File: config.mk
export PLATFORM = sky130hd
export DESIGN_NAME = heap_run_guard_flat
export DESIGN_NICKNAME = d
export VERILOG_FILES = /design/src/rtl/heap_run_guard_if.sv /design/src/rtl/heap_run_guard.sv /design/src/flat_wrapper.sv
export SDC_FILE = /design/constraint.sdc
export NUM_CORES = 2
export LEC_CHECK = 0
export ABC_AREA = 1
export CORE_AREA = 2 2 364 402
export DETAILED_ROUTE_END_ITERATION = 10
export DIE_AREA = 0 0 366 404
export PLACE_DENSITY_LB_ADDON = 0.2
export SLEW_MARGIN = 5
export SYNTH_ARGS = -nofsm -noshare
export SYNTH_HDL_FRONTEND = slang
export SYNTH_SLANG_ARGS = --single-unit
File: constraint.sdc
create_clock -name clk_i -period 10.9 [get_ports clk_i]
set_input_delay 2.18 -clock clk_i [delete_from_list [all_inputs] [get_ports clk_i]]
set_output_delay 2.18 -clock clk_i [all_outputs]
set_load 0.005 [all_outputs]
File: src/rtl/heap_run_guard_if.sv
// heap_run_guard_if: op stream, crash/arm status and range-buffer debug port of heap_run_guard
interface heap_run_guard_if #(
  parameter int ADDR_W = 32,
  parameter int NUM_TRK = 4,
  parameter int DEPTH = 8
);
  logic clr_i;
  logic valid_i;
  logic [1:0] op_i;
  logic [ADDR_W-1:0] addr_i;
  logic [3:0] size_i;
  logic [4:0] base_reg_i;
  logic en_crash_i;
  logic crash_o;
  logic armed_o;
  logic [NUM_TRK-1:0] active_o;
  logic [$clog2(DEPTH):0] count_o;
  logic [$clog2(DEPTH)-1:0] rd_idx_i;
  logic [ADDR_W-1:0] rd_start_o;
  logic [ADDR_W-1:0] rd_end_o;
  modport master (
    output clr_i, valid_i, op_i, addr_i, size_i, base_reg_i, en_crash_i, rd_idx_i,
    input  crash_o, armed_o, active_o, count_o, rd_start_o, rd_end_o
  );
  modport slave (
    input  clr_i, valid_i, op_i, addr_i, size_i, base_reg_i, en_crash_i, rd_idx_i,
    output crash_o, armed_o, active_o, count_o, rd_start_o, rd_end_o
  );
endinterface

File: src/rtl/heap_run_guard.sv
// heap_run_guard: tracks contiguous non-stack store runs, logs long ones, and turns a load hit plus JALR into a crash
module heap_run_guard #(
  parameter int ADDR_W = 32,
  parameter int NUM_TRK = 4,
  parameter int DEPTH = 8,
  parameter int MIN_RUN_BYTES = 32,
  parameter int TIMEOUT = 10
) (
  input logic clk_i,
  input logic rst_i,
  heap_run_guard_if.slave bus
);
  localparam int PW = $clog2(DEPTH);
  localparam int TW = NUM_TRK > 1 ? $clog2(NUM_TRK) : 1;
  localparam logic [1:0] OP_ST = 2'd1;
  localparam logic [1:0] OP_LD = 2'd2;
  localparam logic [1:0] OP_JALR = 2'd3;
  logic [ADDR_W-1:0] t_start [NUM_TRK];
  logic [ADDR_W-1:0] t_next [NUM_TRK];
  logic [7:0] t_timer [NUM_TRK];
  logic [NUM_TRK-1:0] busy;
  logic [ADDR_W-1:0] b_start [DEPTH];
  logic [ADDR_W-1:0] b_end [DEPTH];
  logic [PW-1:0] wr_ptr, oldest, rp;
  logic [PW:0] count;
  logic pend, armed, crash;
  logic [ADDR_W-1:0] p_start, p_end, sz, cl_len;
  logic [ADDR_W:0] ext_sum;
  logic st, ext_any, idle_any, to_any, wrap, extend, load, close_st, close_to, log_run, hit, rd_ok;
  logic [TW-1:0] ext_idx, idle_idx, ev_idx, to_idx, sel, cl_idx;
  logic [7:0] ev_t;
  assign sz = ADDR_W'(bus.size_i);
  assign st = bus.valid_i && bus.op_i == OP_ST && bus.base_reg_i != 5'd2 && bus.base_reg_i != 5'd8 &&
              (bus.size_i == 4'd1 || bus.size_i == 4'd2 || bus.size_i == 4'd4 || bus.size_i == 4'd8);
  // descending scans leave the lowest matching index in each *_idx
  always_comb begin
    ext_any = 1'b0;
    ext_idx = '0;
    idle_any = 1'b0;
    idle_idx = '0;
    to_any = 1'b0;
    to_idx = '0;
    for (int i = NUM_TRK - 1; i >= 0; i--) begin
      if (busy[i] && t_next[i] == bus.addr_i) begin
        ext_any = 1'b1;
        ext_idx = TW'(i);
      end
      if (!busy[i]) begin
        idle_any = 1'b1;
        idle_idx = TW'(i);
      end
      if (busy[i] && t_timer[i] == 8'd0) begin
        to_any = 1'b1;
        to_idx = TW'(i);
      end
    end
    ev_idx = '0;
    ev_t = t_timer[0];
    for (int i = 1; i < NUM_TRK; i++)
      if (t_timer[i] < ev_t) begin
        ev_t = t_timer[i];
        ev_idx = TW'(i);
      end
  end
  assign ext_sum = {1'b0, t_next[ext_idx]} + {1'b0, sz};
  assign wrap = ext_sum[ADDR_W];
  assign extend = st && ext_any && !wrap;
  assign load = st && !extend;
  assign sel = ext_any ? ext_idx : idle_any ? idle_idx : ev_idx;
  assign close_st = st && (ext_any ? wrap : !idle_any);
  assign close_to = !st && to_any;
  assign cl_idx = st ? sel : to_idx;
  assign cl_len = t_next[cl_idx] - t_start[cl_idx];
  assign log_run = (close_st || close_to) && cl_len >= ADDR_W'(MIN_RUN_BYTES);
  assign oldest = wr_ptr - count[PW-1:0];
  always_comb begin
    hit = 1'b0;
    for (int j = 0; j < DEPTH; j++)
      if ({1'b0, PW'(j) - oldest} < count && b_start[j] <= bus.addr_i && bus.addr_i < b_end[j]) hit = 1'b1;
    for (int i = 0; i < NUM_TRK; i++)
      if (busy[i] && t_start[i] <= bus.addr_i && bus.addr_i < t_next[i]) hit = 1'b1;
  end
  always_ff @(posedge clk_i or posedge rst_i) begin
    if (rst_i) begin
      busy <= '0;
      wr_ptr <= '0;
      count <= '0;
      pend <= 1'b0;
      armed <= 1'b0;
      crash <= 1'b0;
    end else if (bus.clr_i) begin
      busy <= '0;
      wr_ptr <= '0;
      count <= '0;
      pend <= 1'b0;
      armed <= 1'b0;
      crash <= 1'b0;
    end else begin
      busy <= (busy & ~(close_to ? (NUM_TRK'(1) << to_idx) : '0)) | (load ? (NUM_TRK'(1) << sel) : '0);
      pend <= log_run;
      crash <= bus.valid_i && bus.op_i == OP_JALR && armed && bus.en_crash_i;
      armed <= !bus.valid_i ? armed : bus.op_i == OP_LD ? hit : bus.op_i == OP_JALR ? 1'b0 : armed;
      if (pend) begin
        wr_ptr <= wr_ptr + 1'b1;
        count <= count == (PW + 1)'(DEPTH) ? count : count + 1'b1;
      end
    end
  end
  // run payload and buffer contents are qualified by busy/pend/count, so they need no reset
  always_ff @(posedge clk_i) begin
    if (pend) begin
      b_start[wr_ptr] <= p_start;
      b_end[wr_ptr] <= p_end;
    end
    if (log_run) begin
      p_start <= t_start[cl_idx];
      p_end <= t_next[cl_idx];
    end
    for (int i = 0; i < NUM_TRK; i++)
      if (!st && t_timer[i] != 8'd0) t_timer[i] <= t_timer[i] - 8'd1;
    if (extend) begin
      t_next[sel] <= ext_sum[ADDR_W-1:0];
      t_timer[sel] <= 8'(TIMEOUT);
    end else if (load) begin
      t_start[sel] <= bus.addr_i;
      t_next[sel] <= bus.addr_i + sz;
      t_timer[sel] <= 8'(TIMEOUT);
    end
  end
  assign rp = oldest + bus.rd_idx_i;
  assign rd_ok = {1'b0, bus.rd_idx_i} < count;
  assign bus.rd_start_o = rd_ok ? b_start[rp] : '0;
  assign bus.rd_end_o = rd_ok ? b_end[rp] : '0;
  assign bus.crash_o = crash;
  assign bus.armed_o = armed;
  assign bus.active_o = busy;
  assign bus.count_o = count;
endmodule

File: src/flat_wrapper.sv
// flat-port wrapper written by rule: the top's interface ports become plain ports
module heap_run_guard_flat 
#(
  parameter int ADDR_W = 32,
  parameter int NUM_TRK = 4,
  parameter int DEPTH = 8,
  parameter int MIN_RUN_BYTES = 32,
  parameter int TIMEOUT = 10
)
  (clk_i, rst_i, bus_clr_i, bus_valid_i, bus_op_i, bus_addr_i, bus_size_i, bus_base_reg_i, bus_en_crash_i, bus_rd_idx_i, bus_crash_o, bus_armed_o, bus_active_o, bus_count_o, bus_rd_start_o, bus_rd_end_o);
  heap_run_guard_if #(.ADDR_W(ADDR_W), .NUM_TRK(NUM_TRK), .DEPTH(DEPTH)) bus_i ();
  input logic clk_i;
  input logic rst_i;
  input wire logic [$bits(bus_i.clr_i)-1:0] bus_clr_i;
  input wire logic [$bits(bus_i.valid_i)-1:0] bus_valid_i;
  input wire logic [$bits(bus_i.op_i)-1:0] bus_op_i;
  input wire logic [$bits(bus_i.addr_i)-1:0] bus_addr_i;
  input wire logic [$bits(bus_i.size_i)-1:0] bus_size_i;
  input wire logic [$bits(bus_i.base_reg_i)-1:0] bus_base_reg_i;
  input wire logic [$bits(bus_i.en_crash_i)-1:0] bus_en_crash_i;
  input wire logic [$bits(bus_i.rd_idx_i)-1:0] bus_rd_idx_i;
  output wire logic [$bits(bus_i.crash_o)-1:0] bus_crash_o;
  output wire logic [$bits(bus_i.armed_o)-1:0] bus_armed_o;
  output wire logic [$bits(bus_i.active_o)-1:0] bus_active_o;
  output wire logic [$bits(bus_i.count_o)-1:0] bus_count_o;
  output wire logic [$bits(bus_i.rd_start_o)-1:0] bus_rd_start_o;
  output wire logic [$bits(bus_i.rd_end_o)-1:0] bus_rd_end_o;
  assign bus_i.clr_i = bus_clr_i;
  assign bus_i.valid_i = bus_valid_i;
  assign bus_i.op_i = bus_op_i;
  assign bus_i.addr_i = bus_addr_i;
  assign bus_i.size_i = bus_size_i;
  assign bus_i.base_reg_i = bus_base_reg_i;
  assign bus_i.en_crash_i = bus_en_crash_i;
  assign bus_i.rd_idx_i = bus_rd_idx_i;
  assign bus_crash_o = bus_i.crash_o;
  assign bus_armed_o = bus_i.armed_o;
  assign bus_active_o = bus_i.active_o;
  assign bus_count_o = bus_i.count_o;
  assign bus_rd_start_o = bus_i.rd_start_o;
  assign bus_rd_end_o = bus_i.rd_end_o;
  heap_run_guard #(.ADDR_W(ADDR_W), .NUM_TRK(NUM_TRK), .DEPTH(DEPTH), .MIN_RUN_BYTES(MIN_RUN_BYTES), .TIMEOUT(TIMEOUT)) u_core (.clk_i(clk_i), .rst_i(rst_i), .bus(bus_i));
endmodule
==> flow_summary.yaml <==
sta:
  hold_viol: 0
  max_freq_mhz: 99.5
  period_needed_ns: 10.05
  tightest_slew_ns: 1.24
  period_share_pct: 92.2
  rsz0062_at_grt: "no"
  timing.final.ws_setup_ns: 0.850
  clock_skew_ns: 0.0348
  slew_violations: 0
  relSlewSlack_pct: 16.3
  setup_viol: 0
  finalSetupTns_ns: 0
cells_and_area:
  area_delta_synth_final_pct: 13.2
  drive_gt1_share_pct: 6.68
  stdcell_count: 8155
  final_util_pct: 45.2
  nFillCells: 13781
  layout_commonest_cell: "edfxtp_1"
  multi_input_area_mm2: 0.0277
  regArea_mm2: 0.0263
  final_nets: 7043
  final_cell_mix: "edfxtp_1 (864), ha_1 (843), nand2_1 (791), inv_1 (714), a21oi_1 (640)"
yosys:
  synthesis.nets: 6836
  synth_edf_count: 864
  yosys_warnings: 0
  synth_area_per_cell_um2: 9.65
  synth_seq_area_share_pct: 45.9
  synth_ff_type: "edfxtp_1"
  synth_seq_cells: 878
  synth_cells: 5935
  async_flop_share_pct: 1.59
  synth_cell_types: 67
  syn_area_mm2: 0.0573
setup_path:
  critPathTopFamily: "compound AO/OA/AOI/OAI gates"
  cp.depth: 54
  worstPathRequired_ns: 11.28
  cp_common_cell: "nand2_1"
  path_class: "reg2reg"
  critPathSlowestCell: "buf_4"
  crit_arrival_ns: 10.43
  end_kind: "register"
  rr_worst_depth: 54
  cpPeakStageDelay_ns: 0.49
  crit_buf_inv: 7
  cp-start-kind: "register"
  cp_max_fo: 38
clock_network:
  cts_hold_buf: 0
  cts_tree: "built"
  insertion_delay_ns: 0.75
  cts_resized: 0
  cts_buffers: 99
  cts_setup_buffers: 0
  cts_sinks: 878
  h-tree-depth: 3
  cts_root_buffer: "clkbuf_16"
  clockBufferDepth: 3
  clk_pin_slew_ns: 0.06
floorplan:
  fp.coreArea_mm2: 0.144
  dieArea_mm2: 0.148
  die_h_um: 404
  std_cell_rows: 146
  die_w_um: 366
  io_pins: 125
  start_util_pct: 39.9
flow_run:
  cap_viol_max_count: 0
global_route:
  gr-usage-all-layers_pct: 27.7
  antenna_found_initial: 8
  grt_pass1_vias: 44904
  grt_pass1_wl_mm: 303
  grt_max_degree: 149
  globalRouteOverflowTotal: 0
route:
  routed_via_density: 5.66
  vias: 46150
  ant_nets: 0
  drt_iter0_drc: 4566
  dr.pass1.iters: 5
  routed_wl_mm: 209
  routedWlPerCell_um: 25.6
  drc: 0
worst_hold_path:
  hold_depth: 2
  hp-class: "reg2reg"
placement:
  gp_congestion: 0.985
  post-place-ws_ns: 0.539
  numPortBuffers: 124
  dpl.cell_count: 7965
  dp_hpwl_mm: 159
pwr:
  ir_drop_v: 0.000191
  leakage_uw: 0.0269
  powerDensity_mw_per_mm2: 149
outcome:
  status: "completed"
[sequential cells by signal, indices dropped and copies added, names as in the netlist]
register,flops
u_core.b_start,256
u_core.b_end,256
u_core.bus.crash_o,1
u_core.wr_ptr,3
u_core.bus.active_o,4
u_core.p_end,32
u_core.t_timer,32
u_core.t_start,128
u_core.pend,1
u_core.bus.armed_o,1
u_core.t_next,128
u_core.p_start,32
u_core.bus.count_o,4
[per-stage QoR]
stage                     hold WS, ns  instance area, um2  total power [uW]
after floorplan                 0.523               57300              5340
after global placement          0.538               61600              6280
after detailed placement        0.517               61600              6310
after CTS                       0.551               64800              9740
after global routing            0.579               64800             10100
final                           0.553               64900              9680
[synth_stat cells, types with 33 or more instances]
master / n / share of area [%]
nand4_1: 98 / 1.1
nor2_1: 514 / 3.4
ha_1: 844 / 18
clkbuf_1: 111 / 0.73
o21ai_0: 480 / 4.2
edfxtp_1: 864 / 45
nand2_1: 792 / 5.2
a32oi_1: 33 / 0.50
nand3_1: 134 / 1.2
a211oi_1: 60 / 0.79
buf_2: 34 / 0.30
o211ai_1: 41 / 0.54
inv_1: 718 / 4.7
a311oi_1: 63 / 0.96
o22ai_1: 35 / 0.38
xor2_1: 50 / 0.76
nor3_1: 52 / 0.45
a21oi_1: 641 / 5.6
[per-layer routing]
| metal | vias up | wire length [um] | global-route usage, % |
|---|---|---|---|
| li1 | 21774 | - | - |
| met1 | 22429 | 89400 | 36.5 |
| met2 | 1586 | 97900 | 46.4 |
| met3 | 359 | 12300 | 3.36 |
| met4 | 2 | 9060 | 11.4 |
| met5 | - | 13 | 0 |
[power breakdown]
group / total [uW] / internal (uW) / switching (uW)
clock network: 3440 / 1950 / 1490
logic: 2410 / 837 / 1570
registers: 3840 / 3770 / 68.2
[worst register-to-register path: cells and delay by family, from the launching register on]
| kind | cells | cell delay (ns) |
|---|---|---|
| xor gates and xnor gates | 1 | 0.16 |
| buffers and inverters | 7 | 1.10 |
| adders and majority gates | 5 | 1.49 |
| DFF | 1 | 0.45 |
| and+or+nand+nor | 25 | 2.90 |
| AOI/OAI and AO/OA | 16 | 3.53 |
[cell families after synthesis]
kind of cell	synth area share, %
AND/OR/NAND/NOR	12.6
AO/OA/AOI/OAI	15.5
buffers and inverters	6.15
flip-flops	45.9
adder cells (fa/ha/maj)	18.6
XOR/XNOR	1.22
[path summary, 6_finish.rpt]
| check | start | endpoint | slack [ns] |
|---|---|---|---|
| worst min register to register | u_core.bus.armed_o | u_core.bus.armed_o | 0.55 |
| worst min-delay path | u_core.bus.armed_o | u_core.bus.armed_o | 0.55 |
| worst max-delay path | u_core.t_timer[1][7] | u_core.p_end[18] | 0.85 |
| min in group asynchronous | rst_i | u_core.pend | 2.00 |
| worst max register to register | u_core.t_timer[1][7] | u_core.p_end[18] | 0.85 |
| max in group asynchronous | rst_i | u_core.wr_ptr[2] | 8.26 |
[area by class of cell]
type,instances,share of cell area (%)
inverter,734,4.26
clock buffer,124,4.03
tap,1924,3.71
multi-input combinational,4147,42.6
antenna,5,0.0193
sequential,878,40.5
clock inverter,61,0.994
timing repair buffer,282,3.80
No activity file was read; power rests on OpenSTA's default activity.
